### src/rtl/rvfi_compare_queue.sv
// rvfi_compare_queue: buffers DUT retirements from up to NRET channels and
// compares them in order against a single-stream reference model.
// Handshake: the reference side transfers on a clock edge where
// ref_valid_i && ref_ready_o; ref_ready_o depends only on registered state.
// Debug: the RUN/HALT state is visible on halted_o.
module rvfi_compare_queue #(
    parameter int NRET             = 2,
    parameter int DEPTH            = 8,
    parameter int XLEN             = 32,
    parameter int STOP_ON_MISMATCH = 1
) (
    input  logic                       clk_i,
    input  logic                       rst_ni,
    input  logic [NRET-1:0]            dut_valid_i,
    input  logic [NRET*64-1:0]         dut_order_i,
    input  logic [NRET*XLEN-1:0]       dut_pc_i,
    input  logic [NRET*32-1:0]         dut_insn_i,
    input  logic [NRET-1:0]            dut_trap_i,
    input  logic [NRET*5-1:0]          dut_rd_addr_i,
    input  logic [NRET*XLEN-1:0]       dut_rd_wdata_i,
    input  logic                       ref_valid_i,
    output logic                       ref_ready_o,
    input  logic [63:0]                ref_order_i,
    input  logic [XLEN-1:0]            ref_pc_i,
    input  logic [31:0]                ref_insn_i,
    input  logic                       ref_trap_i,
    input  logic [4:0]                 ref_rd_addr_i,
    input  logic [XLEN-1:0]            ref_rd_wdata_i,
    input  logic                       flush_i,
    output logic                       cmp_valid_o,
    output logic                       mismatch_o,
    output logic [4:0]                 mismatch_mask_o,
    output logic [15:0]                mismatch_cnt_o,
    output logic [63:0]                first_mm_order_o,
    output logic                       overflow_o,
    output logic                       halted_o,
    output logic [$clog2(DEPTH):0]     occupancy_o
);

    localparam int PTR_W = $clog2(DEPTH);
    localparam int OCC_W = PTR_W + 1;
    localparam logic [OCC_W-1:0] DEPTH_OCC = OCC_W'(DEPTH);

    typedef enum logic {ST_RUN = 1'b0, ST_HALT = 1'b1} state_e;

    // Entry storage, one array per retirement field
    logic [63:0]     q_order  [DEPTH];
    logic [XLEN-1:0] q_pc     [DEPTH];
    logic [31:0]     q_insn   [DEPTH];
    logic            q_trap   [DEPTH];
    logic [4:0]      q_rd     [DEPTH];
    logic [XLEN-1:0] q_wdata  [DEPTH];

    state_e            state_q;
    logic [PTR_W-1:0]  wr_ptr_q, wr_ptr_d;
    logic [PTR_W-1:0]  rd_ptr_q, rd_ptr_d;
    logic [OCC_W-1:0]  occ_q, occ_d;
    logic              cmp_valid_q, mismatch_q, overflow_q;
    logic [4:0]        mask_q;
    logic [15:0]       mm_cnt_q;
    logic [63:0]       first_mm_q;

    logic [OCC_W-1:0]  push_cnt;
    logic [PTR_W-1:0]  wr_idx [NRET];
    logic [OCC_W-1:0]  free_cnt;
    logic              push_ok, push_drop, pop;
    logic [4:0]        cmp_mask;

    // Compact valid channels into consecutive slots starting at the write pointer
    always_comb begin
        push_cnt = '0;
        for (int i = 0; i < NRET; i++) begin
            wr_idx[i] = wr_ptr_q + push_cnt[PTR_W-1:0];
            if (dut_valid_i[i]) push_cnt = push_cnt + OCC_W'(1);
        end
    end

    // A push is all-or-nothing against the pre-pop free space; flush discards it
    assign free_cnt  = DEPTH_OCC - occ_q;
    assign push_ok   = !flush_i && (push_cnt != '0) && (push_cnt <= free_cnt);
    assign push_drop = !flush_i && (push_cnt > free_cnt);

    assign ref_ready_o = (occ_q != '0) && (state_q == ST_RUN);
    assign pop         = ref_valid_i && ref_ready_o && !flush_i;

    // Field comparison of the head entry; write data only matters when rd != x0
    always_comb begin
        cmp_mask    = '0;
        cmp_mask[0] = (q_order[rd_ptr_q] != ref_order_i) || (q_pc[rd_ptr_q] != ref_pc_i);
        cmp_mask[1] = (q_insn[rd_ptr_q] != ref_insn_i);
        cmp_mask[2] = (q_trap[rd_ptr_q] != ref_trap_i);
        cmp_mask[3] = (q_rd[rd_ptr_q] != ref_rd_addr_i);
        cmp_mask[4] = (q_rd[rd_ptr_q] != 5'd0) && (q_wdata[rd_ptr_q] != ref_rd_wdata_i);
    end

    // Next pointer and occupancy values; pointers wrap naturally at DEPTH
    always_comb begin
        wr_ptr_d = wr_ptr_q;
        rd_ptr_d = rd_ptr_q;
        occ_d    = occ_q;
        if (flush_i) begin
            wr_ptr_d = '0;
            rd_ptr_d = '0;
            occ_d    = '0;
        end else begin
            if (push_ok) wr_ptr_d = wr_ptr_q + push_cnt[PTR_W-1:0];
            if (pop)     rd_ptr_d = rd_ptr_q + PTR_W'(1);
            occ_d = occ_q + (push_ok ? push_cnt : '0) - OCC_W'(pop);
        end
    end

    // Entry write port; contents need no reset since occupancy gates their use
    always_ff @(posedge clk_i) begin
        if (push_ok) begin
            for (int i = 0; i < NRET; i++) begin
                if (dut_valid_i[i]) begin
                    q_order[wr_idx[i]] <= dut_order_i[i*64 +: 64];
                    q_pc[wr_idx[i]]    <= dut_pc_i[i*XLEN +: XLEN];
                    q_insn[wr_idx[i]]  <= dut_insn_i[i*32 +: 32];
                    q_trap[wr_idx[i]]  <= dut_trap_i[i];
                    q_rd[wr_idx[i]]    <= dut_rd_addr_i[i*5 +: 5];
                    q_wdata[wr_idx[i]] <= dut_rd_wdata_i[i*XLEN +: XLEN];
                end
            end
        end
    end

    // Control state, RUN/HALT FSM and registered comparison results
    always_ff @(posedge clk_i or negedge rst_ni) begin
        if (!rst_ni) begin
            state_q     <= ST_RUN;
            wr_ptr_q    <= '0;
            rd_ptr_q    <= '0;
            occ_q       <= '0;
            cmp_valid_q <= 1'b0;
            mismatch_q  <= 1'b0;
            mask_q      <= '0;
            mm_cnt_q    <= '0;
            first_mm_q  <= '0;
            overflow_q  <= 1'b0;
        end else begin
            wr_ptr_q    <= wr_ptr_d;
            rd_ptr_q    <= rd_ptr_d;
            occ_q       <= occ_d;
            cmp_valid_q <= pop;
            mismatch_q  <= pop && (cmp_mask != '0);
            mask_q      <= pop ? cmp_mask : 5'd0;
            if (push_drop) overflow_q <= 1'b1;
            if (pop && (cmp_mask != '0)) begin
                if (mm_cnt_q != 16'hFFFF) mm_cnt_q <= mm_cnt_q + 16'd1;
                if (mm_cnt_q == 16'd0)    first_mm_q <= q_order[rd_ptr_q];
            end
            case (state_q)
                ST_RUN: begin
                    if (!flush_i && pop && (cmp_mask != '0) && (STOP_ON_MISMATCH != 0))
                        state_q <= ST_HALT;
                end
                ST_HALT: begin
                    if (flush_i) state_q <= ST_RUN;
                end
                default: state_q <= ST_RUN;
            endcase
        end
    end

    assign cmp_valid_o      = cmp_valid_q;
    assign mismatch_o       = mismatch_q;
    assign mismatch_mask_o  = mask_q;
    assign mismatch_cnt_o   = mm_cnt_q;
    assign first_mm_order_o = first_mm_q;
    assign overflow_o       = overflow_q;
    assign halted_o         = (state_q == ST_HALT);
    assign occupancy_o      = occ_q;

endmodule

### config.mk
export PLATFORM = sky130hd
export DESIGN_NAME = rvfi_compare_queue
export DESIGN_NICKNAME = d
export VERILOG_FILES = /design/src/rtl/rvfi_compare_queue.sv
export SDC_FILE = /design/constraint.sdc
export NUM_CORES = 2
export LEC_CHECK = 0
export BUFFER_PORTS_ARGS = -buffer_cell sky130_fd_sc_hd__buf_2
export CAP_MARGIN = 10
export CORE_ASPECT_RATIO = 0.6
export CORE_MARGIN = 3
export CORE_UTILIZATION = 50
export CTS_CLUSTER_SIZE = 24
export DETAILED_ROUTE_END_ITERATION = 16
export HOLD_SLACK_MARGIN = 0.05
export PLACE_DENSITY = 0.8
export SKIP_LAST_GASP = 1
export SYNTH_ARGS = -nofsm -noshare
export SYNTH_HDL_FRONTEND = slang
export SYNTH_SLANG_ARGS = --single-unit
### constraint.sdc
create_clock -name clk_i -period 41.4 [get_ports clk_i]
set_input_delay 6.21 -clock clk_i [delete_from_list [all_inputs] [get_ports clk_i]]
set_output_delay 6.21 -clock clk_i [all_outputs]
set_load 0.01 [all_outputs]
==> impl_metrics.toml <==
[finish]
final_util_pct = 57.3
multi_input_area_um2 = 28600
most-common-layout-cells = "1405 x mux2_2, 1328 x edfxtp_1, 596 x buf_2, 375 x mux2i_1, 151 x mux4_2"
layout_commonest_cell = "mux2_2"
fin_nets = 5467
nFillCells = 10800
area_delta_synth_final_pct = 13.1
seq_area_um2 = 42400
drive_gt1_share_pct = 49.1

[clocking]
hold_buffers = 0
cts_tree = "done"
cts_buffers = 140
cts.reportedPaths.clkPinSlew_ps = 70
clk_latency_ps = 790
cts_max_level = 4
post_cts_resized = 0
cts.sinks = 1427
cts-root-buf = "clkbuf_16"
cts_setup_buffers = 0
cts_buffer_depth = 3

[synthesis]
mappedNetlistNets = 4937
ys_seq_elements = 1427
yosysWarnings = 0
synth_edf_count = 1328
synth_cell_type_count = 61
synth_async_sr_flop_share_pct = 6.94
synthFlopType = "edfxtp_1"
syn_area_um2 = 72300
synthTopCellsByArea = "edfxtp_1 55%, mux2_2 22%, mux2i_1 5.2%"
synth.top_cell.area_share_pct = 55.1
synthCells = 4414
yosysSeqAreaShare_pct = 58.5
synth_top_area_cell = "edfxtp_1"
post_synth.cell_area_avg_um2 = 16.4

[min_path]
holdPathStages = 1
min_from = "overflow_o"
hp-class = "reg2reg"
whs_endpoint = "overflow_o"

[critical_path]
worstReg2RegEnd = "first_mm_order_o[54]"
crit_path_end_kind = "flip-flop"
ff2ff_setup_slack_ps = 33430
cpPeakStageDelay_ps = 940
cp_max_fo = 53
arrival_ps = 11620
crit_chain = "buf_2 > inv_1 > ha_1 > inv_1 > ha_1 > inv_1 > a21oi_1 > a211oi_1 > or2_2 > nor2_1 > nand3_1 > nor2_4 > buf_4 > buf_4 > mux2_2"
critPathSlowestCell = "buf_4"
timing.critical_path.mode_cell = "inv_1"
cp-start-kind = "input pin"
crit_buf_inv = 6
critical_path_class = "in2reg"
ff2ff_path_depth = 14
required_ps = 41920
rr_startpoint = "rd_ptr_q[1]"
cp_top_family = "buffers and inverters"

[timing]
post-route-period-util_pct = 26.8
fin_skew_ps = 38.7
hold_viol_final = 0
finalSetupViolations = 0
relSlewSlack_pct = 21.4
tightest_slew_ps = 1150
fin_tns_setup_ps = 0
period_minus_slack_ps = 11090
rsz0062_at_grt = "false"
fmax_ghz = 0.0901
drv_slew = 0

[power_and_ir_drop]
power.share.clock_pct = 29.2
p_per_area_nw_per_um2 = 52.7
combPwrFrac_pct = 27.6
ir_drop_v = 0.0000377
p_sw_share_pct = 31.3
internal-power_uw = 2960
power_frac_seq_pct = 43.2
p_switching_uw = 1350
p_total_uw = 4310
p_leak_uw = 0.0274

[route]
routed_wirelength_um = 221000
detail-route-antenna-nets = 0
wire_per_inst_um = 31.5
drt_iter0_drc = 5399
via_per_inst = 6.31
vias = 44300
drc = 0
dr.pass1.iters = 6

[grt]
grt.total_usage_pct = 29.1
grt_overflow_total = 0
grt_pass1_wl_um = 318000
grt_pass1_vias = 43900
grt_max_degree = 133
grt_antenna_before_repair = 101

[floorplan]
initial_core_util_pct = 50.6
ios = 598
core_area_um2 = 143000
die_w_um = 497
die_area_um2 = 149000
num_rows = 107
die_h_um = 301

[placement]
io_buffers = 597
place_congestion = 0.872
hpwl_um = 130000

[job]
maxCapViolCount = 0

[run_status]
status = "finished, final reports clean"
sequential cells by signal, summed over array words and instances, names as in the netlist, 4 cells and up:
| signal | flops |
|---|---|
| q_wdata | 256 |
| q_pc | 256 |
| q_order | 512 |
| q_rd | 40 |
| mismatch_cnt_o | 16 |
| q_insn | 256 |
| q_trap | 8 |
| mismatch_mask_o | 5 |
| first_mm_order_o | 64 |
| occupancy_o | 4 |
power by group through the flow:
stage	clock, uW	sequential, uW	combinational, uW
2_1_floorplan	0	1940	725
3_3_place_gp	0	1880	1160
3_5_place_dp	0	1890	1180
4_1_cts	1270	1860	1180
5_1_grt	1330	1870	1260
6_report	1260	1860	1190
worst reg2reg max path, cell delays in order (launching register included):
cell and delay [ps]:
dfrtp_4 990, buf_12 540, buf_12 710, mux4_2 430
mux2i_1 900, xnor2_1 140, nor4_1 670, nand3_1 610
nor4_2 570, nand4_2 450, nor2_2 360, o22ai_4 210
buf_4 300, buf_4 400, mux2_4 540
area by class of cell:
type / count / area share (%)
antenna: 62 / 0.190
clock buffer: 191 / 4.83
clock inverter: 64 / 0.561
inverter: 62 / 0.284
multi-input combinational: 2644 / 34.9
sequential: 1427 / 51.8
tap: 1907 / 2.91
timing repair buffer: 669 / 4.57
cells by family after synthesis:
kind of cell / share of synthesized area, %
and+or+nand+nor: 1.77
buffers and inverters: 2.27
adders and majority gates: 0.349
muxes: 32.6
xor gates and xnor gates: 1.86
DFF: 58.5
AOI/OAI and AO/OA: 2.59
worst max path at each step:
| stage | from | to | slack (ps) | cells after the start |
|---|---|---|---|---|
| 2_1_floorplan | dut_valid_i[0] | q_insn[0][0] | 20490 | 11 |
| 3_5_place_dp | dut_valid_i[0] | q_order[3][63] | 29660 | 15 |
| 3_3_place_gp | dut_valid_i[0] | q_order[3][53] | 29610 | 15 |
| 6_report | dut_valid_i[0] | q_order[3][63] | 30310 | 15 |
| 5_1_grt | dut_valid_i[0] | q_order[3][5] | 30170 | 15 |
| 4_1_cts | dut_valid_i[0] | q_order[3][56] | 30510 | 15 |
stage by stage:
step / hold WS [ps] / cells / worst slack, ps / area [um2]
6_report: 460 / 7026 / 30310 / 81900
5_1_grt: 488 / 6996 / 30170 / 81800
4_1_cts: 462 / 6963 / 30510 / 81700
3_5_place_dp: 447 / 6708 / 29660 / 77300
3_3_place_gp: 440 / 6708 / 29610 / 77300
2_1_floorplan: 493 / 4414 / 20490 / 72300
per-layer routing:
metal  wire [um]  global-route usage [%]  vias to the layer above
met1       90200                    40.8                    22700
li1            -                       -                    18700
met5         373                       0                        -
met3       22600                    7.74                      416
met4        7850                    11.2                       56
met2      100000                    43.5                     2414
cells in the mapped netlist (4+ instances only):
master    instances
o21ai_0          10
nand4_1          31
xor2_1           76
mux2_1           31
a22oi_1          90
buf_1             9
dfrtp_1          99
o22ai_1          52
ha_1             17
inv_1            62
nand2_1          44
buf_6            19
nand3_1          19
clkbuf_1        164
nand2b_1          5
o211a_1           4
and2_1            5
or4_1             4
a221oi_1         32
mux4_2          151
a211oi_1          5
buf_2            49
a21o_1            5
nor2b_1           8
xnor2_1          78
edfxtp_1       1328
mux2_4           18
o31ai_1           5
o22a_1            5
and3_1           19
nor3_1           21
a22o_1           11
nor4_1           16
nor4b_1           5
mux2i_1         375
o21a_1            6
or3_1             5
buf_4            40
a21oi_1          19
nor2_1           38
mux2_2         1405
Note: power is estimated with default switching activity, not from simulation.
